==> src/rtl/axi_slv_arb_pkg.sv <==
// Shared types and helpers for the per-slave address arbiter and its order FIFO.
package axi_slv_arb_pkg;

  typedef enum logic {
    IDLE = 1'b0,
    BUSY = 1'b1
  } arb_state_e;

  // Index width for n entries, never below one bit.
  function automatic int bits_for(input int n);
    return (n <= 2) ? 1 : $clog2(n);
  endfunction

  // Input is assumed one-hot (or zero); OR-ing indices gives the binary position.
  function automatic int oh2bin(input logic [7:0] oh);
    int b;
    b = 0;
    for (int i = 0; i < 8; i++) begin
      if (oh[i]) b = b | i;
    end
    return b;
  endfunction

endpackage

==> src/rtl/axi_slv_arb_fifo.sv <==
// Small order FIFO recording granted master indices; head entry is read straight from storage.
module axi_slv_arb_fifo #(
  parameter int DEPTH = 4,
  parameter int AW    = 2,
  parameter int DW    = 2
) (
  input  logic          clk,
  input  logic          reset,
  input  logic          push,
  input  logic [DW-1:0] push_data,
  input  logic          pop,
  output logic          valid,
  output logic [DW-1:0] data,
  output logic          full
);

  logic [DW-1:0] r_mem [DEPTH];
  logic [AW-1:0] r_wptr;
  logic [AW-1:0] r_rptr;
  logic [AW:0]   r_cnt;
  logic          w_do_push;
  logic          w_do_pop;

  // Pop on empty is dropped so the count cannot wrap below zero.
  assign w_do_push = push & ~full;
  assign w_do_pop  = pop & valid;

  assign valid = (r_cnt != '0);
  assign full  = (r_cnt == (AW+1)'(DEPTH));
  assign data  = r_mem[r_rptr];

  always_ff @(posedge clk or negedge reset) begin
    if (!reset) begin
      r_wptr <= '0;
      r_rptr <= '0;
      r_cnt  <= '0;
      for (int i = 0; i < DEPTH; i++) r_mem[i] <= '0;
    end else begin
      if (w_do_push) begin
        r_mem[r_wptr] <= push_data;
        r_wptr        <= r_wptr + AW'(1);
      end
      if (w_do_pop) r_rptr <= r_rptr + AW'(1);
      case ({w_do_push, w_do_pop})
        2'b10:   r_cnt <= r_cnt + (AW+1)'(1);
        2'b01:   r_cnt <= r_cnt - (AW+1)'(1);
        default: r_cnt <= r_cnt;
      endcase
    end
  end

endmodule

==> src/rtl/axi_slv_arb.sv <==
// Per-slave AXI address-channel arbiter: round-robin grant held until the slave
// handshake, with accepted master indices logged in order for W-channel steering.
module axi_slv_arb
  import axi_slv_arb_pkg::*;
#(
  parameter int MSTRS     = 4,
  parameter int MSTR_BITS = bits_for(MSTRS),
  parameter int ORD_DEPTH = 4,
  parameter int ORD_BITS  = bits_for(ORD_DEPTH)
) (
  input  logic                 clk,
  input  logic                 reset,
  input  logic [MSTRS-1:0]     req,
  input  logic                 s_aready,
  output logic                 s_avalid,
  output logic [MSTRS-1:0]     m_aready,
  output logic [MSTRS-1:0]     grant,
  output logic [MSTR_BITS-1:0] grant_idx,
  input  logic                 ord_pop,
  output logic                 ord_valid,
  output logic [MSTR_BITS-1:0] ord_idx,
  output logic                 ord_full
);

  arb_state_e           r_state;
  arb_state_e           w_state_nxt;
  logic [MSTRS-1:0]     r_grant;
  logic [MSTRS-1:0]     w_grant_nxt;
  logic [MSTR_BITS-1:0] r_grant_idx;
  logic [MSTR_BITS-1:0] w_gidx_nxt;
  logic [MSTR_BITS-1:0] r_rr_ptr;
  logic [MSTR_BITS-1:0] w_rr_nxt;
  logic [MSTRS-1:0]     w_pick;
  logic                 w_push;

  // First requester at or above the pointer, wrapping modulo MSTRS.
  function automatic logic [MSTRS-1:0] rr_pick(input logic [MSTRS-1:0]     r,
                                               input logic [MSTR_BITS-1:0] ptr);
    logic [MSTRS-1:0]     oh;
    logic                 found;
    logic [MSTR_BITS-1:0] bidx;
    oh    = '0;
    found = 1'b0;
    for (int k = 0; k < MSTRS; k++) begin
      bidx = MSTR_BITS'((int'(ptr) + k) % MSTRS);
      if (!found && r[bidx]) begin
        oh[bidx] = 1'b1;
        found    = 1'b1;
      end
    end
    return oh;
  endfunction

  assign w_pick = rr_pick(req, r_rr_ptr);

  always_ff @(posedge clk or negedge reset) begin
    if (!reset) begin
      r_state     <= IDLE;
      r_grant     <= '0;
      r_grant_idx <= '0;
      r_rr_ptr    <= '0;
    end else begin
      r_state     <= w_state_nxt;
      r_grant     <= w_grant_nxt;
      r_grant_idx <= w_gidx_nxt;
      r_rr_ptr    <= w_rr_nxt;
    end
  end

  // Once granted, only the slave handshake releases BUSY; req is not looked at.
  always_comb begin
    w_state_nxt = r_state;
    w_grant_nxt = r_grant;
    w_gidx_nxt  = r_grant_idx;
    w_rr_nxt    = r_rr_ptr;
    w_push      = 1'b0;
    case (r_state)
      IDLE: begin
        if ((|req) && !ord_full) begin
          w_grant_nxt = w_pick;
          w_gidx_nxt  = MSTR_BITS'(oh2bin(8'(w_pick)));
          w_state_nxt = BUSY;
        end
      end
      BUSY: begin
        if (s_aready) begin
          w_push      = 1'b1;
          w_rr_nxt    = (r_grant_idx == MSTR_BITS'(MSTRS - 1)) ? '0 : r_grant_idx + MSTR_BITS'(1);
          w_grant_nxt = '0;
          w_gidx_nxt  = '0;
          w_state_nxt = IDLE;
        end
      end
      default: w_state_nxt = IDLE;
    endcase
  end

  assign s_avalid  = (r_state == BUSY);
  assign grant     = r_grant;
  assign grant_idx = r_grant_idx;
  assign m_aready  = r_grant & {MSTRS{s_aready}};

  axi_slv_arb_fifo #(
    .DEPTH (ORD_DEPTH),
    .AW    (ORD_BITS),
    .DW    (MSTR_BITS)
  ) u_ord_fifo (
    .clk       (clk),
    .reset     (reset),
    .push      (w_push),
    .push_data (r_grant_idx),
    .pop       (ord_pop),
    .valid     (ord_valid),
    .data      (ord_idx),
    .full      (ord_full)
  );

endmodule

==> config.mk <==
export PLATFORM = sky130hd
export DESIGN_NAME = axi_slv_arb
export DESIGN_NICKNAME = d
export VERILOG_FILES = /design/src/rtl/axi_slv_arb_pkg.sv /design/src/rtl/axi_slv_arb_fifo.sv /design/src/rtl/axi_slv_arb.sv
export SDC_FILE = /design/constraint.sdc
export NUM_CORES = 1
export LEC_CHECK = 0
export BUFFER_PORTS_ARGS = -buffer_cell sky130_fd_sc_hd__buf_2
export CELL_PAD_IN_SITES_DETAIL_PLACEMENT = 0
export CELL_PAD_IN_SITES_GLOBAL_PLACEMENT = 1
export CORE_MARGIN = 4
export CORE_UTILIZATION = 30
export DETAILED_ROUTE_END_ITERATION = 7
export PLACE_DENSITY = 0.59
export SETUP_SLACK_MARGIN = 0.1
export SLEW_MARGIN = 0
export SYNTH_ARGS = -nofsm -noshare
export SYNTH_HDL_FRONTEND = slang
export SYNTH_SLANG_ARGS = --single-unit
==> constraint.sdc <==
create_clock -name clk -period 2.32 [get_ports clk]
set_clock_uncertainty 0.1 [all_clocks]
set_input_delay 0.232 -clock clk [delete_from_list [all_inputs] [get_ports clk]]
set_output_delay 0.232 -clock clk [all_outputs]
set_load 0.01 [all_outputs]
# Word-level counts from Yosys, hierarchy flattened
# Cells that the tools add are included.
[totals] regBits=24 output_inout_bits=15 elab_cells=109
[classes] addsub=8 n_lt_le_gt_ge=11 n_eq_ne=6 muxes=45 bitwise=10 n_reduce_logical=18
[op_table] operator="4-bit 2-to-1 mux" n=6
[op_table] operator="1-bit 2-to-1 mux" n=16
[op_table] operator="2-bit 2-to-1 mux" n=8
[op_table] operator="2-bit by 3-bit < comparator with 1-bit output (second input constant)" n=4
[op_table] operator="4-bit OR" n=3
[op_table] operator="1-bit logical AND" n=9
[op_table] operator="2-bit by 1-bit adder with 2-bit output (second input constant)" n=4
[op_table] operator="1-bit binary-select mux with 2-bit select" n=4
[op_table] operator="8-bit bitwise mux" n=1
[op_table] operator="1-bit demux with 2-bit select" n=4
[op_table] operator="2-bit by 1-bit greater-or-equal comparator with 1-bit output (second input constant)" n=4
[op_table] operator="4-bit one-hot mux with 2 select lines" n=1
[op_table] operator="3-bit greater-or-equal comparator (second input constant)" n=2
[op_table] operator="2-bit NOT with 3-bit output" n=2
[op_table] operator="3-bit one-hot mux with 2 select lines" n=1
[op_table] operator="2-bit adder (second input constant)" n=2
[op_table] operator="4-bit bitwise AND" n=1
[op_table] operator="2-bit binary-select mux with 2-bit select" n=1
[op_table] operator="2-bit demux with 2-bit select" n=1
[op_table] operator="2-bit equality test (second input constant)" n=2
[op_table] operator="1-bit zero test" n=4
[op_table] operator="2-bit != test (second input constant)" n=2
[op_table] operator="2-bit one-hot mux with 2 select lines" n=1
[op_table] operator="2-bit AND reduction" n=2
[op_table] operator="other kinds (11)" n=13

# Longest topological paths before layout
[depth] ltp_word=17 mapped_depth=10 depth_no_buf=10

# By module
# From an unflattened synthesis, not the netlist that was laid out.
[unflattened] cells_unflattened=135 hier_area_um2=1511.4
[modules_own_cells] mod="axi_slv_arb_fifo" instances=1 cells_per_inst=58 area_per_inst_um2=773.2 seq_area_each_um2=375.4
[modules_own_cells] mod="axi_slv_arb" instances=1 cells_per_inst=77 area_per_inst_um2=738.2 seq_area_each_um2=225.2

# Least setup slack after synthesis
# OpenSTA, ideal clock, no wires.
[synth_timing] path_kind="register to register" startpoint="reg r_rr_ptr[0]" endpoint="reg r_grant[0], in the netlist grant[0]" t_arrival_ns=2.276 path_slack_ns=-0.176 stages_incl_launch_ff=9 path_buffers=1 synth_period_minus_slack_ns=2.496 cell_sequence="dfrtp_1 > buf_6 > inv_1 > ha_1 > mux4_1 > nor2b_1 > a222oi_1 > a21oi_1 > a31o_2"
[synth_between] elab_chain_cells=14 word_cells_on_any_way=49 cone_classes="add/sub (3); order compare (8); mux (25); bitwise (3); reduce/logical (10)"
[synth_rtl] item="from (decl)" line_no="axi_slv_arb.sv:31" source="logic [MSTR_BITS-1:0] r_rr_ptr;"
[synth_rtl] item="from (signal assigned)" line_no="axi_slv_arb.sv:66" source="r_rr_ptr <= w_rr_nxt;"
[synth_rtl] item="branches (longest 11 deep; another with 2-bit by 3-bit < comparator with 1-bit output)"
[synth_rtl] item="4-bit 2-to-1 mux *" line_no="axi_slv_arb.sv:46" source="if (!found && r[bidx]) begin"
[synth_rtl] item="4-bit 2-to-1 mux *" line_no="axi_slv_arb.sv:79" source="if ((|req) && !ord_full) begin"
[synth_rtl] item="4-bit one-hot mux with 2 select lines *" line_no="axi_slv_arb.sv:77" source="case (r_state)"
[synth_rtl] item="to (signal assigned)" line_no="axi_slv_arb.sv:64" source="r_grant <= w_grant_nxt;"
[synth_rtl] item="to (decl)" line_no="axi_slv_arb.sv:27" source="logic [MSTRS-1:0] r_grant;"
# Every way passes the cells marked *. The select of a mux whose other input is x is not followed.
# A chain may end at the register's enable or synchronous reset.

# Final worst setup path
# Same ends and word-level chain as after synthesis.

==> qor.yml <==
dp_hpwl_mm: 2.22
h-tree-depth: 1
crit_fanout: 4
critPathCaptureType: "flip-flop"
core_um2: 4500
rows: 24
p_sw_share_pct: 38.0
initial_core_util_pct: 31.9
startpoint_type: "flip-flop"
power.density_nw_per_um2: 1390
num_vias: 992
fmax_mhz: 436
die_w_um: 77.2
nNetsFinal: 171
max_cap_viol_count: 0
p_clk_share_pct: 14.8
drt_iter0_drc: 70
routed_wl_mm: 2.87
hold_class: "input pin to flip-flop"
path_buf_inv: 1
io_buffers: 22
grt_pass1_wl_mm: 5.04
finalHoldViolCount: 0
gp_congestion: 0.824
numCtsBuffers: 3
final_antenna_net_count: 0
slew_viol_final: 0
synth.distinct_cells: 32
drive_gt1_share_pct: 39.6
total_power_uw: 2470
insertion_delay_ns: 0.27
comb_power_share_pct: 54.4
critPathRequiredTime_ns: 2.38
firstDrtPassIters: 4
fin_util_pct: 39.3
crit_type: "flip-flop to flip-flop"
grt_util_all_layers_pct: 10.4
vdd.ir_drop.worst_mv: 0.623
drc: 0
synth_area_leader_cell: "dfrtp_1"
outcome: "completed"
multi_input_area_um2: 815
grt_pass1_vias: 1037
viasPerCell: 4.94
cellInternalPower_uw: 1530
die_area_um2: 5960
n_antenna_cell: 0
wl_per_cell_um: 14.3
fillers: 448
maxSlewHeadroom_pct: 63.7
grt_max_degree: 25
leakage_uw: 0.000865
fin_crit_sh_pct: 98.9
ys_ff_latch: 24
synth_seq_area_share_pct: 41.8
fin_tns_setup_ns: 0
yosysTopAreaCellShare_pct: 41.8
p_seq_share_pct: 30.8
path_clk_slew_ns: 0.09
cts.path.max_buffers: 2
area_delta_synth_final_pct: 23.0
worstMarginPinSlew_ns: 0.544
rsz0062_at_grt: "yes"
power_switching_uw: 936
cpPeakStageDelay_ns: 0.58
finalSetupViolations: 0
cts_sinks: 24
io_pins: 23
grt_overflow: 0
die_height_um: 77.2
antenna_found_initial: 0
synthesis.area_um2: 1440
syn_area_per_cell_um2: 12.4
worst_path_dominant_cell_family: "compound AO/OA/AOI/OAI gates"
cts_root_buf: "clkbuf_8"
ys_warn_count: 0
synthCells: 116
arrival_ns: 2.36
worstPathCellList: "inv_4 > ha_4 > mux4_2 > nor2b_4 > a222oi_1 > a21oi_1 > a31o_2"
synth.net_count: 137
period_minus_slack_ns: 2.29
crit_path_top_delay_cell: "mux4_2"
synth_area_leaders: "dfrtp_1, ha_1, mux2_2"
regArea_um2: 601
cts_tree: "built"
==> worst paths after layout <==
path / endpoint / cells after the start / start / slack, ns
min in group asynchronous: grant[1] / 2 / reset / 0.38
worst max-delay path: grant[0] / 7 / r_rr_ptr[0] / 0.03
worst min register to register: u_ord_fifo.r_cnt[2] / 1 / u_ord_fifo.r_cnt[2] / 0.39
worst min-delay path: s_avalid / 2 / s_aready / 0.15
worst max register to register: grant[0] / 7 / r_rr_ptr[0] / 0.03
max in group asynchronous: u_ord_fifo.r_cnt[1] / 2 / reset / 1.38
==> worst register-to-register path, stage by stage, from the launching register on <==
cell	delay, ns
dfrtp_1	0.39
inv_4	0.05
ha_4	0.27
mux4_2	0.58
nor2b_4	0.17
a222oi_1	0.28
a21oi_1	0.12
a31o_2	0.22
==> placed cells by master, fill, tap and decap left out, types with 3 or more instances in the layout <==
cell,n
ha_1,11
buf_2,22
inv_1,6
a21o_1,3
dfrtp_1,24
mux2_2,9
xnor2_1,3
a22oi_1,4
mux4_2,5
o21ai_0,3
nand2_1,11
clkbuf_8,3
buf_4,8
and2_1,6
xor2_1,3
==> logic make-up after synthesis <==
logic type                 synth area share, %
and+or+nand+nor                           11.2
AOI/OAI and AO/OA                         11.1
adders and majority gates                 11.8
xor gates and xnor gates                  3.66
buffers and inverters                     3.39
muxes                                     17.0
DFF                                       41.8
==> what timing repair did <==
| action | in CTS | in global routing |
|---|---|---|
| pin swaps | 5 | 0 |
| hold buffers | 1 | 0 |
| hold endpoints to repair | 24 | 0 |
| setup endpoints to repair | 6 | 6 |
| resized for setup | 2 | 0 |
| setup buffers | 2 | 0 |
==> power groups by stage <==
stage               Clock [µW]  Combinational [µW]  Sequential [µW]
finish                     365                1340              759
global placement             0                1280              764
floorplan                    0                 958              755
detailed placement           0                1310              768
CTS                        377                1360              761
global route               390                1490              793
==> layer usage <==
metal / up-vias / track usage, % / wire length (µm)
li1: 481 / - / -
met1: 486 / 13.6 / 1340
met2: 23 / 16.9 / 1380
met3: 2 / 3.16 / 128
met4: 0 / 2.49 / 18
met5: - / 0 / 0
==> synth_stat cells, drive strengths merged <==
| cell type | count |
|---|---|
| o21ai | 3 |
| mux4 | 6 |
| clkbuf | 1 |
| mux2 | 9 |
| nand3b | 1 |
| o31ai | 1 |
| nor2 | 2 |
| nor4 | 1 |
| nor4b | 1 |
| inv | 9 |
| xor2 | 3 |
| a22oi | 5 |
| nand2 | 11 |
| dfrtp | 24 |
| a211o | 2 |
| a31oi | 1 |
| a31o | 1 |
| xnor2 | 3 |
| a222oi | 1 |
| buf | 1 |
| ha | 12 |
| a21o | 3 |
| nor3b | 1 |
| or3 | 2 |
| and2 | 6 |
| fa | 1 |
| a21oi | 3 |
| nor2b | 1 |
| and3 | 1 |
==> area by class of cell <==
class                   count  share of cell area [%]
multi-input cells          81                    46.1
flip-flops and latches     24                    34.0
repair buffers             31                    10.2
well taps                  52                    3.68
clock buffers               3                    2.34
inverters                   9                    2.05
clock inverters             1                    1.70
==> per-stage QoR <==
step | setup slack (ns) | instances | hold WS, ns | cell area [µm²]
final | 0.0263 | 201 | 0.152 | 1770
after floorplan | -0.0325 | 116 | -0.164 | 1460
after global routing | -0.0794 | 201 | 0.174 | 1770
after CTS | 0.0481 | 201 | 0.144 | 1770
after detailed placement | -0.0299 | 194 | 0.150 | 1670
after global placement | 0.0458 | 194 | 0.144 | 1670
==> state kept, by name, summed over array words and instances (netlist names) <==
| signal | count |
|---|---|
| u_ord_fifo.r_mem | 8 |
| grant | 4 |
| u_ord_fifo.r_cnt | 3 |
| grant_idx | 2 |
| r_rr_ptr | 2 |
| u_ord_fifo.r_rptr | 2 |
| u_ord_fifo.r_wptr | 2 |
| s_avalid | 1 |
Note: power is estimated with default switching activity, not from simulation.
